<file path="src/rtl/lru_pkg.sv">
// rtl/lru_pkg.sv - shared defaults, clog2 helper and types for the LRU set array
package lru_pkg;

  localparam int DEFAULT_WAYS = 8;
  localparam int DEFAULT_SETS = 16;

  function automatic int clog2(input int n);
    int r;
    r = 0;
    while ((1 << r) < n) r++;
    return r;
  endfunction

  localparam int DEFAULT_WAY_W = clog2(DEFAULT_WAYS);

  typedef logic [DEFAULT_WAY_W-1:0] age_t;
  typedef logic [DEFAULT_WAY_W-1:0] way_idx_t;

  typedef enum logic {
    FILL_IDLE = 1'b0,
    FILL_ACK  = 1'b1
  } fill_state_e;

endpackage

</file>
<file path="src/rtl/lru_set_array_if.sv">
// rtl/lru_set_array_if.sv - request/response bundle between a cache controller and the LRU array
interface lru_set_array_if import lru_pkg::*; #(
  parameter int WAYS = DEFAULT_WAYS,
  parameter int SETS = DEFAULT_SETS
);

  localparam int WAY_W = clog2(WAYS);
  localparam int SET_W = clog2(SETS);

  logic [SET_W-1:0]       i_set_idx;
  logic                   i_lru_write_enable;
  logic                   i_hit_sig;
  logic [WAYS-1:0]        i_hit_way;
  logic                   i_fill_req;
  logic [WAYS-1:0]        i_lock_mask;
  logic                   o_fill_ack;
  logic                   o_victim_valid;
  logic [WAY_W-1:0]       o_victim_way;
  logic                   o_err;
  logic [WAYS*WAY_W-1:0]  o_age_flat;

  modport master (
    output i_set_idx, i_lru_write_enable, i_hit_sig, i_hit_way, i_fill_req, i_lock_mask,
    input  o_fill_ack, o_victim_valid, o_victim_way, o_err, o_age_flat
  );

  modport slave (
    input  i_set_idx, i_lru_write_enable, i_hit_sig, i_hit_way, i_fill_req, i_lock_mask,
    output o_fill_ack, o_victim_valid, o_victim_way, o_err, o_age_flat
  );

endinterface

</file>
<file path="src/rtl/lru_age_update.sv">
// rtl/lru_age_update.sv - promotes one way of a set to MRU, ageing every younger way by one
module lru_age_update #(
  parameter int WAYS  = 8,
  parameter int WAY_W = 3
) (
  input  logic [WAYS*WAY_W-1:0] ages_in,
  input  logic [WAY_W-1:0]      promote,
  output logic [WAYS*WAY_W-1:0] ages_out
);

  logic [WAY_W-1:0] promote_age;
  logic [WAY_W-1:0] age;

  always_comb begin
    ages_out    = ages_in;
    promote_age = ages_in[int'(promote)*WAY_W +: WAY_W];
    age         = '0;
    for (int w = 0; w < WAYS; w++) begin
      age = ages_in[w*WAY_W +: WAY_W];
      // Ways older than the promoted one keep their age, preserving the permutation
      if (WAY_W'(w) == promote) begin
        ages_out[w*WAY_W +: WAY_W] = '0;
      end else if (age < promote_age) begin
        ages_out[w*WAY_W +: WAY_W] = age + 1'b1;
      end
    end
  end

endmodule

</file>
<file path="src/rtl/lru_set_array.sv">
// rtl/lru_set_array.sv - per-set true-LRU age array with hit promotion and locked-way victim fill
module lru_set_array import lru_pkg::*; #(
  parameter int WAYS = DEFAULT_WAYS,
  parameter int SETS = DEFAULT_SETS
) (
  input  logic           clk,
  input  logic           rst,
  lru_set_array_if.slave bus
);

  localparam int WAY_W  = clog2(WAYS);
  localparam int SET_W  = clog2(SETS);
  localparam int AGES_W = WAYS * WAY_W;

  function automatic logic [AGES_W-1:0] identity_ages();
    logic [AGES_W-1:0] r;
    r = '0;
    for (int w = 0; w < WAYS; w++) r[w*WAY_W +: WAY_W] = WAY_W'(w);
    return r;
  endfunction

  localparam logic [AGES_W-1:0] RESET_AGES = identity_ages();

  logic [AGES_W-1:0] age_mem [SETS];
  logic [SET_W-1:0]  set_idx;
  logic [AGES_W-1:0] cur_ages;
  logic [AGES_W-1:0] upd_ages;
  logic [AGES_W-1:0] next_ages;
  logic [WAY_W-1:0]  hit_idx;
  logic [WAY_W-1:0]  victim_idx;
  logic [WAY_W-1:0]  victim_age;
  logic [WAY_W-1:0]  promote_idx;
  logic              victim_found;
  logic              hit_onehot;
  logic              hit_ok;
  logic              hit_bad;
  logic              fill_accept;
  logic              do_update;

  fill_state_e       state_q;
  fill_state_e       state_d;
  logic              victim_valid_q;
  logic [WAY_W-1:0]  victim_way_q;
  logic              err_q;
  logic [AGES_W-1:0] age_flat_q;

  assign set_idx    = bus.i_set_idx;
  assign cur_ages   = age_mem[set_idx];
  assign hit_onehot = $onehot(bus.i_hit_way);
  assign hit_ok     = bus.i_lru_write_enable && bus.i_hit_sig && hit_onehot;
  assign hit_bad    = bus.i_lru_write_enable && bus.i_hit_sig && !hit_onehot;

  // A fill is refused while its own ack is showing, so a held request cannot double-fire
  assign fill_accept = bus.i_lru_write_enable && bus.i_fill_req && !bus.i_hit_sig
                       && (state_q == FILL_IDLE);

  always_comb begin
    hit_idx = '0;
    for (int w = 0; w < WAYS; w++) begin
      if (bus.i_hit_way[w]) hit_idx = hit_idx | WAY_W'(w);
    end
  end

  always_comb begin
    victim_found = 1'b0;
    victim_idx   = '0;
    victim_age   = '0;
    for (int w = 0; w < WAYS; w++) begin
      if (!bus.i_lock_mask[w] &&
          (!victim_found || (cur_ages[w*WAY_W +: WAY_W] > victim_age))) begin
        victim_found = 1'b1;
        victim_idx   = WAY_W'(w);
        victim_age   = cur_ages[w*WAY_W +: WAY_W];
      end
    end
  end

  assign promote_idx = hit_ok ? hit_idx : victim_idx;
  assign do_update   = hit_ok || (fill_accept && victim_found);

  lru_age_update #(
    .WAYS  (WAYS),
    .WAY_W (WAY_W)
  ) u_age_update (
    .ages_in  (cur_ages),
    .promote  (promote_idx),
    .ages_out (upd_ages)
  );

  assign next_ages = do_update ? upd_ages : cur_ages;

  always_comb begin
    state_d = state_q;
    case (state_q)
      FILL_IDLE: if (fill_accept) state_d = FILL_ACK;
      FILL_ACK:  state_d = FILL_IDLE;
      default:   state_d = FILL_IDLE;
    endcase
  end

  always_ff @(posedge clk or negedge rst) begin
    if (!rst) begin
      state_q <= FILL_IDLE;
    end else begin
      state_q <= state_d;
    end
  end

  always_ff @(posedge clk or negedge rst) begin
    if (!rst) begin
      for (int s = 0; s < SETS; s++) age_mem[s] <= RESET_AGES;
      victim_valid_q <= 1'b0;
      victim_way_q   <= '0;
      err_q          <= 1'b0;
      age_flat_q     <= RESET_AGES;
    end else begin
      if (do_update) age_mem[set_idx] <= next_ages;
      victim_valid_q <= fill_accept && victim_found;
      victim_way_q   <= (fill_accept && victim_found) ? victim_idx : '0;
      err_q          <= hit_bad;
      age_flat_q     <= next_ages;
    end
  end

  assign bus.o_fill_ack     = (state_q == FILL_ACK);
  assign bus.o_victim_valid = victim_valid_q;
  assign bus.o_victim_way   = victim_way_q;
  assign bus.o_err          = err_q;
  assign bus.o_age_flat     = age_flat_q;

endmodule

</file>
<file path="src/flat_wrapper.sv">
// flat-port wrapper written by rule: the top's interface ports become plain ports
module lru_set_array_flat import lru_pkg::*;
#(
  parameter int WAYS = DEFAULT_WAYS,
  parameter int SETS = DEFAULT_SETS
)
  (clk, rst, bus_i_set_idx, bus_i_lru_write_enable, bus_i_hit_sig, bus_i_hit_way, bus_i_fill_req, bus_i_lock_mask, bus_o_fill_ack, bus_o_victim_valid, bus_o_victim_way, bus_o_err, bus_o_age_flat);
  lru_set_array_if #(.WAYS(WAYS), .SETS(SETS)) bus_i ();
  input  logic clk;
  input  logic rst;
  input wire logic [$bits(bus_i.i_set_idx)-1:0] bus_i_set_idx;
  input wire logic [$bits(bus_i.i_lru_write_enable)-1:0] bus_i_lru_write_enable;
  input wire logic [$bits(bus_i.i_hit_sig)-1:0] bus_i_hit_sig;
  input wire logic [$bits(bus_i.i_hit_way)-1:0] bus_i_hit_way;
  input wire logic [$bits(bus_i.i_fill_req)-1:0] bus_i_fill_req;
  input wire logic [$bits(bus_i.i_lock_mask)-1:0] bus_i_lock_mask;
  output wire logic [$bits(bus_i.o_fill_ack)-1:0] bus_o_fill_ack;
  output wire logic [$bits(bus_i.o_victim_valid)-1:0] bus_o_victim_valid;
  output wire logic [$bits(bus_i.o_victim_way)-1:0] bus_o_victim_way;
  output wire logic [$bits(bus_i.o_err)-1:0] bus_o_err;
  output wire logic [$bits(bus_i.o_age_flat)-1:0] bus_o_age_flat;
  assign bus_i.i_set_idx = bus_i_set_idx;
  assign bus_i.i_lru_write_enable = bus_i_lru_write_enable;
  assign bus_i.i_hit_sig = bus_i_hit_sig;
  assign bus_i.i_hit_way = bus_i_hit_way;
  assign bus_i.i_fill_req = bus_i_fill_req;
  assign bus_i.i_lock_mask = bus_i_lock_mask;
  assign bus_o_fill_ack = bus_i.o_fill_ack;
  assign bus_o_victim_valid = bus_i.o_victim_valid;
  assign bus_o_victim_way = bus_i.o_victim_way;
  assign bus_o_err = bus_i.o_err;
  assign bus_o_age_flat = bus_i.o_age_flat;
  lru_set_array #(.WAYS(WAYS), .SETS(SETS)) u_core (.clk(clk), .rst(rst), .bus(bus_i));
endmodule
</file>
<file path="config.mk">
export PLATFORM = sky130hd
export DESIGN_NAME = lru_set_array_flat
export DESIGN_NICKNAME = d
export VERILOG_FILES = /design/src/rtl/lru_pkg.sv /design/src/rtl/lru_set_array_if.sv /design/src/rtl/lru_age_update.sv /design/src/rtl/lru_set_array.sv /design/src/flat_wrapper.sv
export SDC_FILE = /design/constraint.sdc
export NUM_CORES = 1
export LEC_CHECK = 0
export CAP_MARGIN = 40
export CORE_MARGIN = 2
export CORE_UTILIZATION = 35
export CTS_BUF_LIST = sky130_fd_sc_hd__clkbuf_4 sky130_fd_sc_hd__clkbuf_8 sky130_fd_sc_hd__clkbuf_16
export CTS_CLUSTER_DIAMETER = 200
export DETAILED_ROUTE_END_ITERATION = 8
export PLACE_DENSITY = 0.6
export SLEW_MARGIN = 30
export SYNTH_ARGS = -nofsm -noshare
export SYNTH_HDL_FRONTEND = slang
export SYNTH_SLANG_ARGS = --single-unit
</file>
<file path="constraint.sdc">
create_clock -name clk -period 12.7 [get_ports clk]
set_input_delay 1.27 -clock clk [delete_from_list [all_inputs] [get_ports clk]]
set_output_delay 1.27 -clock clk [all_outputs]
set_load 0.03 [all_outputs]
</file>
After elaboration in Yosys (flattened, before gate mapping)
Index checks and enable logic that the tools add are counted.
{ "totals": {"regBits": 414, "inputBits": 25} }
{ "op_classes": {"addsub": 15, "multipliers": 1, "order_cmp": 17, "n_eq_ne": 8, "n_shift": 1, "muxes": 56, "bitwise": 2, "reduce_logical": 39} }
{ "op_table": {"columns": ["operator", "n"], "rows": [
  ["bitwise mux 384 bit", 1],
  ["2-to-1 mux 3 bit", 35],
  ["binary-select mux 24 bit (select 4 bit)", 1],
  ["demux 24 bit (select 4 bit)", 1],
  ["2-to-1 mux 24 bit", 4],
  ["variable part select 24 x 32 -> 3 bit", 1],
  ["adder 3 x 1 -> 3 bit, second input constant", 8],
  ["less-than comparator 3 bit", 8],
  ["> comparator 3 bit", 7],
  ["logical AND 1 bit", 15],
  ["logical NOT 1 bit", 15],
  ["adder 4 bit", 3],
  ["== test 3 bit, first input constant", 4],
  ["2-to-1 mux 1 bit", 11],
  ["adder 1 x 1 -> 2 bit", 4],
  ["logical OR 1 bit", 8],
  ["== test 2 x 3 -> 1 bit, first input constant", 2],
  [">= comparator 5 bit, second input constant", 1],
  ["less-than comparator 5 x 1 -> 1 bit, second input constant", 1],
  ["multiplier 3 x 2 -> 5 bit, second input constant", 1],
  ["NOT 4 -> 5 bit", 1],
  ["== test 4 x 1 -> 1 bit, second input constant", 1],
  ["2-to-1 mux 2 bit", 2],
  ["== test 1 x 3 -> 1 bit, first input constant", 1],
  ["3 further kinds", 3]
]} }

Longest topological paths before layout
{ "logic_depth": {"word_depth": 41, "mapped_depth": 60} }

By module
From an unflattened synthesis, not the netlist that was laid out.
{ "hier_totals": {"hier_cells": 1905, "area_unflattened_um2": 21242.9} }
{ "by_module_without_submodules": {"columns": ["mod", "n_inst", "cells_each", "area_each_um2", "seq_area_each_um2"], "rows": [
  ["lru_set_array", 1, 1748, 19975.4, 10615.2],
  ["lru_age_update", 1, 157, 1267.5, 0.0]
]} }

Worst setup path before layout
OpenSTA, ideal clock, no wires.
{ "synth_timing": {"path_kind": "input -> register", "from": "input bus_i_set_idx[0]", "to": "register u_core.age_mem[109] (netlist name)", "setup_ps": 133, "t_arrival_ps": 13598, "required_ps": 12567, "slack_ps": -1031, "stages": 54, "n_path_buf": 6, "cell_sequence": "buf_6 -> buf_6 -> buf_6 -> buf_6 -> mux4_2 -> mux4_2 -> clkinv_1 -> ha_1 -> nor2_1 -> maj3_2 -> nor2_1 -> a211oi_1 -> mux2i_1 -> ha_1 -> nor2b_1 -> o311ai_0 -> a21oi_1 -> o31ai_1 -> [18 not listed] -> o2bb2ai_1 -> inv_1 -> mux2_2 -> ha_1 -> nand3b_1 -> a32o_1 -> a21oi_1 -> or2_2 -> a211o_1 -> buf_2 -> a31o_2 -> o221ai_2 -> a21oi_1 -> maj3_2 -> o211ai_2 -> mux2i_2 -> buf_2 -> a21oi_1"} }
{ "synth_between": {"elab_chain_cells": 41} }
{ "synth_rtl": {"columns": ["item", "line_no", "rtl"], "rows": [
  ["start: declaration", "flat_wrapper.sv:11", "input wire logic [$bits(bus_i.i_set_idx)-1:0] bus_i_set_idx;"],
  ["NOT 4 -> 5 bit (not written as such) (*)", "lru_set_array.sv:48, lru_set_array.sv:117", null],
  ["binary-select mux 24 bit (select 4 bit)", "lru_set_array.sv:48", "assign cur_ages = age_mem[set_idx];"],
  ["2-to-1 mux 24 bit (not written as such) (2 in series)", "lru_set_array.sv:48", null],
  ["2-to-1 mux 3 bit", "lru_set_array.sv:69", "if (!bus.i_lock_mask[w] &&"],
  ["> comparator 3 bit", "lru_set_array.sv:70", "(!victim_found || (cur_ages[w*WAY_W +: WAY_W] > victim_age))) begin"],
  ["logical OR 1 bit", "lru_set_array.sv:70", null],
  ["logical AND 1 bit", "lru_set_array.sv:69", null],
  ["2-to-1 mux 3 bit or 2-to-1 mux 1 bit (tied branches)", "lru_set_array.sv:69", null],
  ["[24 not listed]", null, null],
  ["2-to-1 mux 3 bit", "lru_set_array.sv:78", "assign promote_idx = hit_ok ? hit_idx : victim_idx;"],
  ["multiplier 3 x 2 -> 5 bit", "lru_age_update.sv:16", "promote_age = ages_in[int'(promote)*WAY_W +: WAY_W];"],
  ["variable part select 24 x 32 -> 3 bit", "lru_age_update.sv:16", null],
  ["less-than comparator 3 bit", "lru_age_update.sv:23", "end else if (age < promote_age) begin"],
  ["2-to-1 mux 3 bit", "lru_age_update.sv:23", null],
  ["2-to-1 mux 3 bit", "lru_age_update.sv:21", "if (WAY_W'(w) == promote) begin"],
  ["2-to-1 mux 24 bit", "lru_set_array.sv:90", "assign next_ages = do_update ? upd_ages : cur_ages;"],
  ["bitwise mux 384 bit", "lru_set_array.sv:117", "if (do_update) age_mem[set_idx] <= next_ages;"],
  ["end signal: indexed assignment", "lru_set_array.sv:117", null],
  ["end: declaration", "lru_set_array.sv:24", "logic [AGES_W-1:0] age_mem [SETS];"]
]} }
Mark *: on every way between the ends. The rest lies on a longest branch, timed or not. The select of a mux whose other input is x is not followed.
A chain may end at the register's enable or synchronous reset.

Worst setup path in the final report
{ "layout_timing": {"from": "input bus_i_set_idx[2]", "to": "register u_core.age_mem[148] (netlist name)"} }
The elaborated chain is that of the path after synthesis.

==> run_results.csv <==
group,metric,value,unit
sta,worstMarginPinSlew,0.763,ns
run_status,failed_checks,"DRC",
route,drt-total-wl,59000,um
sta,finalCritPeriodShare,96.8,%
synthesis,synth-main-ff-cell,"dfrtp_1",
route,via_count,15400,
worst_setup_path,worst_path_largest_cell_delay,0.56,ns
clocking,clock_path_buffers,3,
synthesis,synth_top_area_share,25.6,%
route,drc,7,
synthesis,syn_nets,1983,
synthesis,synth_area,20900,um2
floorplanning,die_w,249,um
grt,grt_pass1_wl,92400,um
grt,grt_pass1_vias,15600,
clocking,cts_root_buffer,"clkbuf_16",
final_layout,layout.nets,2078,
grt,grt_use_total,19.0,%
worst_setup_path,worst_path_most_repeated_cell,"ha_1",
clocking,cts_tree,"yes",
clocking,path_clk_slew,0.06,ns
sta,clock.fmax,0.0814,GHz
synthesis,synth_top_cell_by_area,"dfstp_2",
hold_path,hp-class,"reg2reg",
synthesis,yosys-top-cells-count,"nand2_1 (332), dfrtp_1 (210), dfstp_2 (204), o21ai_0 (160), nor2_1 (145)",
floorplanning,core_area,59100,um2
floorplanning,start_util,35.4,%
worst_setup_path,critical_path_class,"in2reg",
final_layout,area_delta_synth_final,21.0,%
route,avgViaCountPerCell,5.45,
route,drt-initial-drc-count,1168,
sta,min_period,12.29,ns
synthesis,synth.most_common_cell,"nand2_1",
floorplanning,die_area,61800,um2
synthesis,postSynthAreaPerCell,10.9,um2
clocking,clkLatencyLatePin,0.61,ns
flow_run,timing.max_cap.violations,0,
clocking,cts_hold_buffers,0,
route,ant_nets,0,
clocking,clkSinkCount,414,
clocking,ctsHtreeMaxLevel,2,
grt,antenna_found_initial,1,
synthesis,synth.ff_latch_count,414,
final_layout,instances_no_fill,2825,
sta,hold_violations,0,
synthesis,synth.area.top_cells,"dfstp_2 (26%), dfrtp_1 (25%), mux4_2 (12%)",
floorplanning,die_h,249,um
synthesis,synth-async-reset-ratio,100,%
final_layout,diodes,0,
floorplanning,rows,89,
placement,dpl_worst_slack,-0.357,ns
grt,overflow,0,
worst_setup_path,startpoint_type,"input port",
clocking,numCtsBuffers,46,
floorplanning,pin_count,55,
sta,skew,0.0374,ns
grt,grt_max_degree,132,
placement,place_congestion,0.885,
sta,setup-violations-final,0,
worst_setup_path,critPathRequiredTime,13.14,ns
synthesis,ys_types,81,
sta,setup_slack,0.410,ns
run_status,status,"complete, but fails checks",
placement,io_buffers,54,
synthesis,ys_warn_count,0,
final_layout,drive_gt1_share,34.5,%
sta,drv_slew,0,
worst_setup_path,critPathSlowestCell,"clkdlybuf4s50_1",
route,post_drt_wl_per_cell,20.9,um
worst_setup_path,critPathMaxFanout,12,
sta,slew_headroom,49.1,%
route,drtPass1Iterations,9,
placement,dp.cells,2728,
worst_setup_path,cp-end-kind,"register",
synthesis,synth_edf_count,0,
worst_setup_path,critPathArrivalTime,12.73,ns
synthesis,seq_area_frac_synth,50.7,%
synthesis,synthCells,1919,
placement,dp_hpwl,39600,um
-- cell type report --
class	count	area (um2)
clock inverters	16	181
multi-input cells	1300	9790
repair buffers	200	2190
flip-flops and latches	414	10600
fillers	5438	33800
clock buffers	70	1390
inverters	52	200
well taps	773	967
-- path summary, 6_finish.rpt --
kind                                                 startpoint                                  end  slack [ns]  cells after the start
worst max-delay path                           bus_i_set_idx[2]      u_core.age_mem[148]$_DFFE_PN0P_        0.41                     51
worst min-delay path            u_core.age_mem[167]$_DFFE_PN1P_      u_core.age_mem[167]$_DFFE_PN1P_        0.46                      2
worst max register to register  u_core.age_mem[264]$_DFFE_PN0P_      u_core.age_mem[148]$_DFFE_PN0P_        0.92                     50
worst min register to register  u_core.age_mem[167]$_DFFE_PN1P_      u_core.age_mem[167]$_DFFE_PN1P_        0.46                      2
max in group asynchronous                                   rst      u_core.age_mem[380]$_DFFE_PN1P_        9.22                      6
min in group asynchronous                                   rst  u_core.bus.o_age_flat[12]$_DFF_PN0_        0.59                      1
-- cell families after synthesis --
| logic type | synth area share, % |
|---|---|
| AND/OR/NAND/NOR | 11.1 |
| AO/OA/AOI/OAI | 17.1 |
| flip-flops | 50.7 |
| buffers and inverters | 4.50 |
| multiplexers | 13.0 |
| adder cells (fa/ha/maj) | 3.05 |
| XOR/XNOR | 0.544 |
-- flip-flops by register name, indices dropped and copies added (netlist names) --
name	cells
u_core.bus.o_victim_valid	1
u_core.bus.o_fill_ack	1
u_core.bus.o_err	1
u_core.bus.o_age_flat	24
u_core.bus.o_victim_way	3
u_core.age_mem	384
-- metal layers --
layer	wire (um)	track usage, %	up-vias
met1	27000	26.9	7750
met2	27600	30.6	446
met5	0	0	-
met3	3000	2.71	100
met4	1430	5.02	0
li1	-	-	7092
-- through the flow --
stage	TNS, ns	instance area [um2]	utilization, %	hold slack (ns)
final	0	25300	42.9	0.463
after global routing	-0.231	25300	42.9	0.479
after CTS	0	25000	42.3	0.465
after detailed placement	-103.32	23400	39.6	0.456
after global placement	-0.0729	23200	39.2	0.451
after floorplan	0	21100	-	0.441
-- cells in the final DEF, fill, tap and decap left out, types with 7 or more instances in the layout --
| cell type | count |
|---|---|
| clkbuf_8 | 10 |
| nand2_1 | 331 |
| and3_1 | 13 |
| ha_1 | 33 |
| a211oi_1 | 8 |
| o21ai_0 | 158 |
| o21ai_2 | 7 |
| a22oi_1 | 14 |
| clkinv_2 | 10 |
| mux2_4 | 7 |
| buf_12 | 34 |
| nand3_1 | 28 |
| dfstp_2 | 204 |
| a21oi_2 | 7 |
| dfrtp_1 | 210 |
| maj3_2 | 9 |
| inv_1 | 48 |
| a21oi_1 | 136 |
| clkbuf_16 | 48 |
| o21ai_1 | 32 |
| nor2_1 | 137 |
| clkdlybuf4s50_1 | 51 |
| buf_4 | 105 |
| mux4_2 | 107 |
| a31oi_1 | 9 |
| nor2_2 | 9 |
| o31ai_1 | 67 |
| o31ai_2 | 48 |
| clkbuf_4 | 14 |
-- critical path, delay by kind of cell --
| family | cells | cell delay (ns) |
|---|---|---|
| buf+inv | 8 | 1.64 |
| mux | 6 | 1.81 |
| compound gates | 20 | 4.24 |
| simple gates | 9 | 1.37 |
| fa+ha+maj | 8 | 2.36 |
-- repair_timing --
item | 4_1_cts | 5_1_grt
setup endpoints to repair | 0 | 408
gates resized for setup | 0 | 43
setup buffers | 0 | 7
Power is not shown: default switching activity piles up to over one toggle a cycle in this logic, so the estimate is an artifact.
